## config.mk

```make
export PLATFORM = sky130hd
export DESIGN_NAME = mac_unit
export DESIGN_NICKNAME = d
export VERILOG_FILES = /design/src/rtl/mac_unit_pkg.sv /design/src/rtl/mac_step.sv /design/src/rtl/mac_unit.sv
export SDC_FILE = /design/constraint.sdc
export NUM_CORES = 1
export LEC_CHECK = 0
export BUFFER_PORTS_ARGS = -buffer_cell sky130_fd_sc_hd__buf_2
export CAP_MARGIN = 10
export CORE_MARGIN = 8
export CORE_UTILIZATION = 40
export DETAILED_ROUTE_END_ITERATION = 12
export SLEW_MARGIN = 10
export SYNTH_ARGS = -nofsm -noshare
export SYNTH_HDL_FRONTEND = slang
export SYNTH_SLANG_ARGS = --single-unit
```

## constraint.sdc

```tcl
create_clock -name clk -period 7.6 [get_ports clk]
set_input_delay 0.76 -clock clk [delete_from_list [all_inputs] [get_ports clk]]
set_output_delay 0.76 -clock clk [all_outputs]
set_load 0.02 [all_outputs]
```

## src/rtl/mac_unit_pkg.sv

```systemverilog
// Shared definitions for the iterative multiply/accumulate unit:
// operation codes, op bit positions, FSM states and ready levels.
package mac_unit_pkg;

   // Operation bus: [0] signed, [1] accumulate, [2] subtract (only with [1])
   localparam int MAC_OP_W      = 3;
   localparam int MAC_OP_SIGNED = 0;
   localparam int MAC_OP_ACC    = 1;
   localparam int MAC_OP_SUB    = 2;

   localparam logic [MAC_OP_W-1:0] EXE_MAC_MULTU = 3'b000;
   localparam logic [MAC_OP_W-1:0] EXE_MAC_MULT  = 3'b001;
   localparam logic [MAC_OP_W-1:0] EXE_MAC_MADDU = 3'b010;
   localparam logic [MAC_OP_W-1:0] EXE_MAC_MADD  = 3'b011;
   localparam logic [MAC_OP_W-1:0] EXE_MAC_MSUBU = 3'b110;
   localparam logic [MAC_OP_W-1:0] EXE_MAC_MSUB  = 3'b111;

   localparam logic MAC_RESULT_READY     = 1'b1;
   localparam logic MAC_RESULT_NOT_READY = 1'b0;

   typedef enum logic [1:0] {
      MAC_IDLE = 2'd0,
      MAC_MUL  = 2'd1,
      MAC_ACC  = 2'd2,
      MAC_DONE = 2'd3
   } mac_state_e;

endpackage

```

## src/rtl/mac_step.sv

```systemverilog
// One radix-2^BPC iteration: adds mcand * bits, shifted left by shamt,
// to the running partial product. Purely combinational.
module mac_step #(
   parameter int WIDTH = 32,
   parameter int BPC   = 2,
   parameter int SHW   = $clog2(2*WIDTH)
) (
   input  logic [2*WIDTH-1:0] prod_i,
   input  logic [WIDTH-1:0]   mcand_i,
   input  logic [BPC-1:0]     bits_i,
   input  logic [SHW-1:0]     shamt_i,
   output logic [2*WIDTH-1:0] prod_o
);

   logic [2*WIDTH-1:0] term;

   // Partial term is formed at full result width so the shift never truncates
   always_comb begin
      term   = ({{WIDTH{1'b0}}, mcand_i} * {{(2*WIDTH-BPC){1'b0}}, bits_i}) << shamt_i;
      prod_o = prod_i + term;
   end

endmodule

```

## src/rtl/mac_unit.sv

```systemverilog
// Iterative MULT/MULTU/MADD/MADDU/MSUB/MSUBU unit with start/ready handshake.
// Handshake: start_i is raised and held by EX; the unit answers with ready_o
// and holds result_o until start_i falls; annul_i aborts from any state.
// Optional: MAC_EARLY_TERM_EN leaves MUL as soon as the remaining multiplier
// bits are all zero.
module mac_unit
   import mac_unit_pkg::*;
#(
   parameter int WIDTH = 32,
   parameter int BPC   = 2
) (
   input  logic                 clk,
   input  logic                 rst,
   input  logic                 start_i,
   input  logic                 annul_i,
   input  logic [MAC_OP_W-1:0]  op_i,
   input  logic [WIDTH-1:0]     opdata1_i,
   input  logic [WIDTH-1:0]     opdata2_i,
   input  logic [2*WIDTH-1:0]   hilo_i,
   output logic [2*WIDTH-1:0]   result_o,
   output logic                 ready_o,
   output logic                 busy_o,
   output mac_state_e           dbg_state_o
);

   localparam int N   = WIDTH / BPC;
   localparam int CW  = $clog2(N + 1);
   localparam int SHW = $clog2(2*WIDTH);

   mac_state_e           state_q, state_d;
   logic                 acc_q, sub_q, sign_q;
   logic [WIDTH-1:0]     mcand_q, mplr_q;
   logic [2*WIDTH-1:0]   hilo_q, prod_q, result_q;
   logic [CW-1:0]        cnt_q;

   logic [WIDTH-1:0]     abs1, abs2;
   logic [2*WIDTH-1:0]   prod_next, signed_prod, acc_result;
   logic [SHW-1:0]       shamt;
   logic                 last_iter;
   logic                 accept;

   assign accept = start_i && !annul_i;

   // Operand magnitudes; the most negative value maps onto itself, which is exact unsigned
   always_comb begin
      abs1 = (op_i[MAC_OP_SIGNED] && opdata1_i[WIDTH-1]) ? -opdata1_i : opdata1_i;
      abs2 = (op_i[MAC_OP_SIGNED] && opdata2_i[WIDTH-1]) ? -opdata2_i : opdata2_i;
   end

   assign shamt = SHW'(cnt_q) * SHW'(BPC);

   mac_step #(
      .WIDTH (WIDTH),
      .BPC   (BPC),
      .SHW   (SHW)
   ) u_step (
      .prod_i  (prod_q),
      .mcand_i (mcand_q),
      .bits_i  (mplr_q[BPC-1:0]),
      .shamt_i (shamt),
      .prod_o  (prod_next)
   );

   // Apply the sign, then the optional accumulate/subtract against forwarded HI/LO
   always_comb begin
      signed_prod = sign_q ? -prod_q : prod_q;
      acc_result  = signed_prod;
      if (acc_q) begin
         acc_result = sub_q ? (hilo_q - signed_prod) : (hilo_q + signed_prod);
      end
   end

   // State register
   always_ff @(posedge clk or negedge rst) begin
      if (!rst) state_q <= MAC_IDLE;
      else      state_q <= state_d;
   end

   // Next-state logic; annul overrides every transition
   always_comb begin
      state_d   = state_q;
      last_iter = (cnt_q == CW'(N - 1));
`ifdef MAC_EARLY_TERM_EN
      last_iter = last_iter || ((mplr_q >> BPC) == '0);
`endif
      case (state_q)
         MAC_IDLE: if (accept)    state_d = MAC_MUL;
         MAC_MUL:  if (last_iter) state_d = MAC_ACC;
         MAC_ACC:                 state_d = MAC_DONE;
         MAC_DONE: if (!start_i)  state_d = MAC_IDLE;
         default:                 state_d = MAC_IDLE;
      endcase
      if (annul_i) state_d = MAC_IDLE;
   end

   // Datapath registers: latch in IDLE, iterate in MUL, capture result in ACC
   always_ff @(posedge clk or negedge rst) begin
      if (!rst) begin
         acc_q    <= 1'b0;
         sub_q    <= 1'b0;
         sign_q   <= 1'b0;
         mcand_q  <= '0;
         mplr_q   <= '0;
         hilo_q   <= '0;
         prod_q   <= '0;
         cnt_q    <= '0;
         result_q <= '0;
      end else if (!annul_i) begin
         case (state_q)
            MAC_IDLE: if (start_i) begin
               acc_q   <= op_i[MAC_OP_ACC];
               sub_q   <= op_i[MAC_OP_SUB];
               sign_q  <= op_i[MAC_OP_SIGNED] & (opdata1_i[WIDTH-1] ^ opdata2_i[WIDTH-1]);
               mcand_q <= abs1;
               mplr_q  <= abs2;
               hilo_q  <= hilo_i;
               prod_q  <= '0;
               cnt_q   <= '0;
            end
            MAC_MUL: begin
               prod_q <= prod_next;
               mplr_q <= mplr_q >> BPC;
               cnt_q  <= cnt_q + CW'(1);
            end
            MAC_ACC: result_q <= acc_result;
            default: ;
         endcase
      end
   end

   assign result_o    = result_q;
   assign ready_o     = (state_q == MAC_DONE) ? MAC_RESULT_READY : MAC_RESULT_NOT_READY;
   assign busy_o      = (state_q == MAC_MUL) || (state_q == MAC_ACC);
   assign dbg_state_o = state_q;

`ifndef SYNTHESIS
   // EX must keep start_i high while the unit is working unless it annuls
   a_start_held: assert property (@(posedge clk) disable iff (!rst)
      (busy_o && !annul_i) |-> start_i)
      else $error("mac_unit: start_i dropped during MUL/ACC without annul_i");
`endif

endmodule

```

==> Yosys cells after proc, flatten, opt, wreduce, memory -nomap -nowiden <==
Cells that the tools add are included.
{ "classes": {"n_addsub": 7, "n_mul": 1, "eq_ne": 8, "n_shift": 1, "n_mux": 17, "n_bitwise": 3, "n_reduce_logical": 11} }
{ "ops": {"columns": ["cell", "n"], "rows": [
  ["2-to-1 mux 64 bit", 4],
  ["adder 64 bit", 2],
  ["case mux 64 bit (2 select lines)", 1],
  ["2-to-1 mux 32 bit", 3],
  ["negator 32 bit", 2],
  ["negator 64 bit", 1],
  ["case mux 32 bit (2 select lines)", 1],
  ["<< shifter 34 x 6 -> 64 bit", 1],
  ["subtractor 64 bit", 1],
  ["multiplier 32 x 2 -> 34 bit", 1],
  ["case mux 5 bit (2 select lines)", 1],
  ["inequality test 3 bit (second input constant)", 3],
  ["AND reduction 3 bit", 3],
  ["2-to-1 mux 2 bit", 4],
  ["case mux 2 bit (4 select lines)", 1],
  ["adder 5 x 1 -> 5 bit (second input constant)", 1],
  ["== test 5 x 4 -> 1 bit (second input constant)", 1],
  ["2-to-1 mux 5 bit", 1],
  ["== test 2 bit (second input constant)", 2],
  ["logical AND 1 bit", 3],
  ["== test 2 x 1 -> 1 bit (second input constant)", 1],
  ["zero test 2 bit", 1],
  ["inequality test 2 bit (second input constant)", 1],
  ["AND reduction 2 bit", 1],
  ["7 further kinds", 7]
]} }
{ "totals": {"register_bits": 266, "input_bits": 135, "output_inout_bits": 68, "word_cells": 58} }

==> Longest topological paths before layout <==
Gate-level depths: netlist of the first run.
{ "depth": {"depth_word": 5, "mapped_depth": 32, "depth_no_buf": 29} }

==> Hierarchy <==
From an unflattened synthesis of the first run, not the netlist that was laid out.
{ "hier_totals": {"hier_cells": 3523, "area_unflattened_um2": 27908.0} }
{ "modules_own_cells": {"columns": ["module", "n_inst", "cells_each", "area_each_um2", "seq_area_each_um2"], "rows": [
  ["mac_unit", 1, 2176, 18811.8, 6656.4],
  ["mac_step", 1, 1347, 9096.2, 0.0]
]} }

==> Worst setup path after synthesis of the first run <==
Ideal clock, no wire load.
{ "synth_timing": {"path_type": "register to register", "startpoint": "register mplr_q[0]", "endpoint": "register prod_q[63]", "setup_time_ns": 0.079, "arrival_ns": 6.851, "required_time_ns": 7.521, "path_slack_ns": 0.670, "stages_incl_launch_ff": 30, "n_path_buf": 3, "period_less_slack_ns": 6.930, "cell_sequence": "dfrtp_1 > clkbuf_1 > clkbuf_1 > and2_1 > ha_1 > clkbuf_1 > o21a_1 > o21ai_0 > o21ai_0 > o211ai_1 > a21oi_1 > o21ai_0 > xnor2_1 > a2111oi_0 > nor2_1 > nor3_1 > o21ai_0 > ha_1 > a21oi_1 > o21ai_0 > a21o_1 > a2111oi_0 > nor4_1 > o41ai_1 > nor2_1 > a21oi_1 > o21ai_0 > and4_1 > o31a_1 > mux2i_1"} }
{ "synth_between": {"elab_chain_cells": 4} }
{ "synth_rtl": {"columns": ["item", "line", "text"], "rows": [
  ["start, declared", "mac_unit.sv:32", "logic [WIDTH-1:0] mcand_q, mplr_q;"],
  ["start signal, assigned", "mac_unit.sv:115", "mplr_q <= abs2;"],
  ["start signal, assigned", "mac_unit.sv:122", "mplr_q <= mplr_q >> BPC;"],
  ["multiplier 32 x 2 -> 34 bit", "mac_step.sv:19", "term = ({{WIDTH{1'b0}}, mcand_i} * {{(2*WIDTH-BPC){1'b0}}, bits_i}) << shamt_i;"],
  ["<< shifter 34 x 6 -> 64 bit", "mac_step.sv:19", null],
  ["adder 64 bit", "mac_step.sv:20", "prod_o = prod_i + term;"],
  ["case mux 64 bit (2 select lines)", "mac_unit.sv:109", "case (state_q)"],
  ["end signal, assigned", "mac_unit.sv:121", "prod_q <= prod_next;"],
  ["end, declared", "mac_unit.sv:33", "logic [2*WIDTH-1:0] hilo_q, prod_q, result_q;"]
]} }
Every way passes these cells.
A chain may end at the register's enable or synchronous reset.

==> Worst setup path in the final report of the first run <==
{ "layout_timing": {"startpoint": "register mplr_q[1]", "endpoint": "register prod_q[63]"} }
Same word-level chain as after synthesis.

==> flow_metrics.py, run 1 <==
metrics = {
    "setup_path": {
        "critPathMaxStageDelay_ps": 490,
        "path_buf_inv": 3,
        "worst_setup_path_start_kind": "flop",
        "arrival_ps": 7570,
        "crit_slowest_cell": "dfrtp_2",
        "endpoint_kind": "flop",
        "cp_max_fo": 18,
        "required_ps": 8070,
        "crit_type": "flop to flop",
        "crit_family": "compound AO/OA/AOI/OAI gates",
    },
    "clock_network": {
        "clock_latency_ps": 560,
        "cts.sinks": 266,
        "clkTransAtPathRegs_ps": 60,
        "cts_setup_buffers": 0,
        "cts_tree": "built",
        "ctsLongestPathBuffers": 3,
        "numCtsBuffers": 36,
        "htree_levels": 2,
        "ctsRootBufferMaster": "clkbuf_16",
    },
    "synthesis": {
        "synthArstFlopShare_pct": 100,
        "synth_fp_nets": 3778,
        "synth_cell_type_count": 92,
        "ys.warnings.count": 0,
        "yosys_most_used_dff": "dfrtp_1",
        "netlist_instances": 3472,
        "synth_seq_area_share_pct": 24.7,
        "netlist_area_um2": 26900,
        "synth-seq-cells": 266,
        "synth_edf_count": 0,
        "synth.avg_cell_area_um2": 7.75,
    },
    "drt": {
        "drt-pass1-iter-count": 5,
        "vias_per_cell": 5.73,
        "num_vias": 25626,
        "drc": 0,
        "avgRoutedWirePerCell_um": 18.8,
        "wl_um": 84000,
        "drtIter0Drc": 1580,
        "ant_nets": 0,
    },
    "global_routing": {
        "grt_pass1_wl_um": 134000,
        "grt_max_degree": 138,
        "grt_pass1_vias": 24289,
        "grt_use_total_pct": 21.5,
        "grt_antenna_before_repair": 1,
        "grt.overflow.total": 0,
    },
    "place": {
        "io_buffers": 202,
        "gp_congestion": 0.962,
        "dpl.hpwl_um": 65700,
    },
    "min_path": {
        "hold_class": "input pin to asynchronous set/reset pin",
    },
    "sta": {
        "slew_viol_final": 0,
        "slew_headroom_pct": 26.9,
        "setup_violations": 0,
        "fin_crit_ps": 7100,
        "max_freq_ghz": 0.141,
        "timing.setup.tns_ps": 0,
        "hold_viol_final": 0,
        "rsz0062_at_grt": "false",
        "finalCritPeriodShare_pct": 93.5,
        "clock_skew_ps": 22.0,
        "worstMarginPinSlew_ps": 1100,
    },
    "finish": {
        "final_nets": 3882,
        "num_antenna_cells": 0,
        "drive_above_1_share_pct": 13.5,
        "final_common_cell": "nand2_1",
        "syn2layout_area_growth_pct": 12.0,
        "mostFrequentLayoutCells": "nand2_1 (404), o21ai_0 (341), a21oi_1 (294)",
    },
    "die": {
        "die_area_um2": 75900,
        "die_x_um": 275,
        "start_util_pct": 40.2,
        "die_h_um": 275,
        "fp.coreArea_um2": 66900,
        "rows": 95,
        "io_pins": 203,
    },
    "run": {
        "maxCapViolCount": 0,
    },
    "run_status": {
        "run_status": "finished, final reports clean",
    },
}
==> cell families after synthesis <==
group	synth area share, %
simple gates	21.1
compound gates	26.7
xor+xnor	10.2
buf+inv	3.85
flops	24.7
fa+ha+maj	8.03
mux	5.36
==> routing by layer <==
layer  GRT usage (%)  wire [um]
met5               0         13
met2            34.3      37600
met1            30.1      40100
met3            2.68       3830
met4            6.81       2510
==> registers in the layout (all words and copies together) (netlist names), 2 cells and up <==
| name | flops |
|---|---|
| prod_q | 64 |
| hilo_q | 64 |
| mcand_q | 32 |
| mplr_q | 32 |
| cnt_q | 5 |
| result_o | 64 |
| dbg_state_o | 2 |
==> Yosys cell counts, types with 34 or more instances <==
cell,n,area (um2)
mux2i_1,44,440
clkbuf_1,172,646
nand2b_1,34,213
xor2_1,168,1470
nand2_1,404,1520
mux2_2,89,1000
a31oi_1,48,300
nor3_1,58,290
xnor2_1,147,1290
dfrtp_1,266,6660
o21ai_0,345,1730
and2_1,89,557
nor2_1,291,1090
ha_1,168,2100
o31ai_1,37,278
inv_1,60,225
nand3_1,49,245
a21o_1,102,766
a211oi_1,37,278
a21oi_1,295,1480
==> through the flow <==
stage	utilization, %	hold slack (ps)	setup WS [ps]	cells	cell area, um2
2_1_floorplan	-	447	670	3472	26900
3_3_place_gp	43.0	459	264	4411	28800
3_5_place_dp	43.0	468	225	4411	28800
4_1_cts	45.0	127	178	4475	30100
5_1_grt	45.0	170	39.1	4475	30100
6_report	45.0	142	496	4475	30100
==> final cells by class <==
class | count | area (um2)
clock buffers | 46 | 988
clock inverters | 18 | 317
fillers | 6895 | 36800
inverters | 64 | 240
multi-input cells | 2939 | 19300
flip-flops and latches | 266 | 6670
well taps | 873 | 1090
repair buffers | 269 | 1540
==> worst reg2reg max path: cells and delay by family, from the launching register on <==
kind | cells | cell delay [ps]
simple gates | 8 | 1380
buf+inv | 3 | 460
compound gates | 11 | 2940
fa+ha+maj | 3 | 780
mux | 4 | 770
xor+xnor | 1 | 200
flops | 1 | 490
==> timing repair <==
item | in CTS | in global routing
hold buffers | 0 | 0
endpoints found under the setup margin | 0 | 20
resized for setup | 0 | 21
==> final timing paths <==
check / end / cells after the start / slack [ps] / start
min: result_o[10] / 1 / 140 / rst
max: prod_q[63] / 30 / 500 / mplr_q[1]
min reg2reg: result_o[20] / 2 / 470 / result_o[20]
max in group asynchronous: acc_q / 2 / 6130 / rst
min in group clk: hilo_q[59] / 2 / 430 / hilo_i[59]
max reg2reg: prod_q[63] / 30 / 500 / mplr_q[1]
Power of run 1 is left out: the tool's default activity adds up to more than one toggle a clock period on the data nets, which glitch-free logic cannot reach.
==> run 2, diff against run 1 <==
--- a/config.mk
+++ b/config.mk
@@ -5,6 +5,7 @@
 export SDC_FILE = /design/constraint.sdc
 export NUM_CORES = 1
 export LEC_CHECK = 0
+export ABC_AREA = 1
 export BUFFER_PORTS_ARGS = -buffer_cell sky130_fd_sc_hd__buf_2
 export CAP_MARGIN = 10
 export CORE_MARGIN = 8
==> flow_metrics.py, run 2 <==
metrics = {
    "run_status": {
        "run_status": "finished, final reports clean",
    },
    "drt": {
        "num_vias": 31936,
        "drt-pass1-iter-count": 6,
        "avgRoutedWirePerCell_um": 18.8,
        "vias_per_cell": 5.34,
        "drc": 0,
        "drtIter0Drc": 2661,
        "wl_um": 112000,
        "ant_nets": 0,
    },
    "sta": {
        "finalWorstSetupSlack_ps": 1520,
        "worstMarginPinSlew_ps": 1060,
        "timing.setup.tns_ps": 0,
        "slew_headroom_pct": 28.9,
        "hold_viol_final": 0,
        "rsz0062_at_grt": "false",
        "max_freq_ghz": 0.164,
        "finalCritPeriodShare_pct": 80.1,
        "slew_viol_final": 0,
        "fin_crit_ps": 6080,
        "clock_skew_ps": 19.8,
        "setup_violations": 0,
        "hold_slack_ps": 183,
    },
    "clock_network": {
        "cts-resized-gates": 0,
        "cts.sinks": 266,
        "clkTransAtPathRegs_ps": 50,
        "clock_latency_ps": 580,
        "cts_hold_buf": 0,
        "cts_tree": "built",
        "cts_setup_buffers": 0,
        "ctsRootBufferMaster": "clkbuf_16",
        "htree_levels": 2,
        "numCtsBuffers": 36,
        "ctsLongestPathBuffers": 3,
    },
    "synthesis": {
        "ys.warnings.count": 0,
        "synth-seq-cells": 266,
        "synth_area_leaders": "dfrtp_1 (23%), nand2_1 (18%), o21ai_0 (9.0%)",
        "synth.avg_cell_area_um2": 5.97,
        "synth_seq_area_share_pct": 22.9,
        "synth_fp_nets": 5182,
        "synth_edf_count": 0,
        "yosysTopAreaCell": "dfrtp_1",
        "synth_most_common_cell": "nand2_1",
        "netlist_instances": 4876,
        "ys_top_cells_by_count": "nand2_1 (1411), nor2_1 (573), inv_1 (565)",
        "synth_top_area_share_pct": 22.9,
        "yosys_most_used_dff": "dfrtp_1",
        "netlist_area_um2": 29100,
        "synthArstFlopShare_pct": 100,
        "synth_cell_type_count": 61,
    },
    "setup_path": {
        "required_ps": 8100,
        "crit_top_cell": "nand2_1",
        "worst_setup_path_start_kind": "flop",
        "crit_start": "mplr_q[1]",
        "rrSetupSlack_ps": 1520,
        "endpoint_kind": "flop",
        "arrival_ps": 6580,
        "worstSetupEndpoint": "prod_q[50]",
        "critPathMaxStageDelay_ps": 400,
        "reg2reg_depth": 35,
        "cp_max_fo": 33,
        "r2r_start": "mplr_q[1]",
        "crit_type": "flop to flop",
        "crit_slowest_cell": "fa_1",
        "r2r-end": "prod_q[50]",
    },
    "die": {
        "die_x_um": 286,
        "start_util_pct": 40.2,
        "io_pins": 203,
        "rows": 99,
        "die_area_um2": 81600,
        "die_h_um": 286,
        "fp.coreArea_um2": 72500,
    },
    "place": {
        "io_buffers": 202,
        "dpl.hpwl_um": 91800,
        "dp.cells": 5925,
        "gp_congestion": 1.00,
        "pre_cts_slack_ps": 1560,
    },
    "finish": {
        "mostFrequentLayoutCells": "nand2_1 (1410), nor2_1 (573), inv_1 (563)",
        "fillers": 7967,
        "final_nets": 5310,
        "final_common_cell": "nand2_1",
        "num_antenna_cells": 0,
        "instances_no_fill": 5985,
        "syn2layout_area_growth_pct": 10.6,
        "drive_above_1_share_pct": 8.14,
    },
    "global_routing": {
        "grt_pass1_wl_um": 176000,
        "grt.overflow.total": 0,
        "grt_antenna_before_repair": 1,
        "grt_max_degree": 111,
        "grt_use_total_pct": 26.8,
        "grt_pass1_vias": 30947,
    },
    "min_path": {
        "hold_class": "input pin to asynchronous set/reset pin",
    },
    "run": {
        "maxCapViolCount": 0,
    },
}
## run 2: cell count changes after synthesis, sizes merged, moves of 55 or more
cell,before,now
nand2,404,1431
nand3,50,286
nor2,291,602
mux2,89,0
xor2,168,112
clkbuf,172,117
xnor2,147,41
and2,89,8
a21o,102,19
o21ai,345,540
inv,60,582
## run 2: how the worst min path moves through the flow
| stage | start | end | slack, ps | depth (start not counted) |
|---|---|---|---|---|
| finish | rst | mcand_q[12] | 180 | 1 |
| global route | rst | mcand_q[12] | 220 | 1 |
| CTS | rst | mcand_q[12] | 200 | 1 |
| detailed placement | result_o[3] | result_o[3] | 460 | 2 |
| global placement | result_o[6] | result_o[6] | 460 | 2 |
| floorplan | mplr_q[12] | mplr_q[12] | 440 | 2 |
## run 2: cells by family after synthesis
family                   after synthesis  synth area share (%)
buffers and inverters                733                  9.56
flip-flops                           266                  22.9
XOR/XNOR                             153                  4.60
AO/OA/AOI/OAI                       1069                  20.0
multiplexers                           4                 0.138
adder cells (fa/ha/maj)              171                  7.43
AND/OR/NAND/NOR                     2480                  35.4
## run 2: layer usage
layer / part of all wire (%) / global-route usage (%)
met3: 5.4 / 3.13
met1: 45 / 35.7
met4: 4.2 / 10.5
met5: 0.012 / 0
met2: 45 / 44.1
## run 2: through the flow
step                      utilization, %  area, um2
after global placement              42.8      31000
final                               44.4      32200
after CTS                           44.4      32200
after global routing                44.4      32200
after detailed placement            42.8      31000
after floorplan                        -      29100
## run 2: worst max-delay path, delay by kind of cell, from the launching register on
| kind | cells | cell delay (ps) |
|---|---|---|
| DFF | 1 | 320 |
| xor gates and xnor gates | 1 | 260 |
| adders and majority gates | 3 | 950 |
| buffers and inverters | 4 | 500 |
| and+or+nand+nor | 14 | 1400 |
| AOI/OAI and AO/OA | 13 | 2580 |
## run 2: final cells by class
cell class,instances,area (um2),share of cell area [%]
repair buffers,237,1300,4.03
clock buffers,48,1020,3.16
clock inverters,12,143,0.443
flip-flops and latches,266,6660,20.7
well taps,959,1200,3.73
inverters,586,2200,6.84
multi-input cells,3877,19700,61.1
Power of run 2 is left out for the same reason.
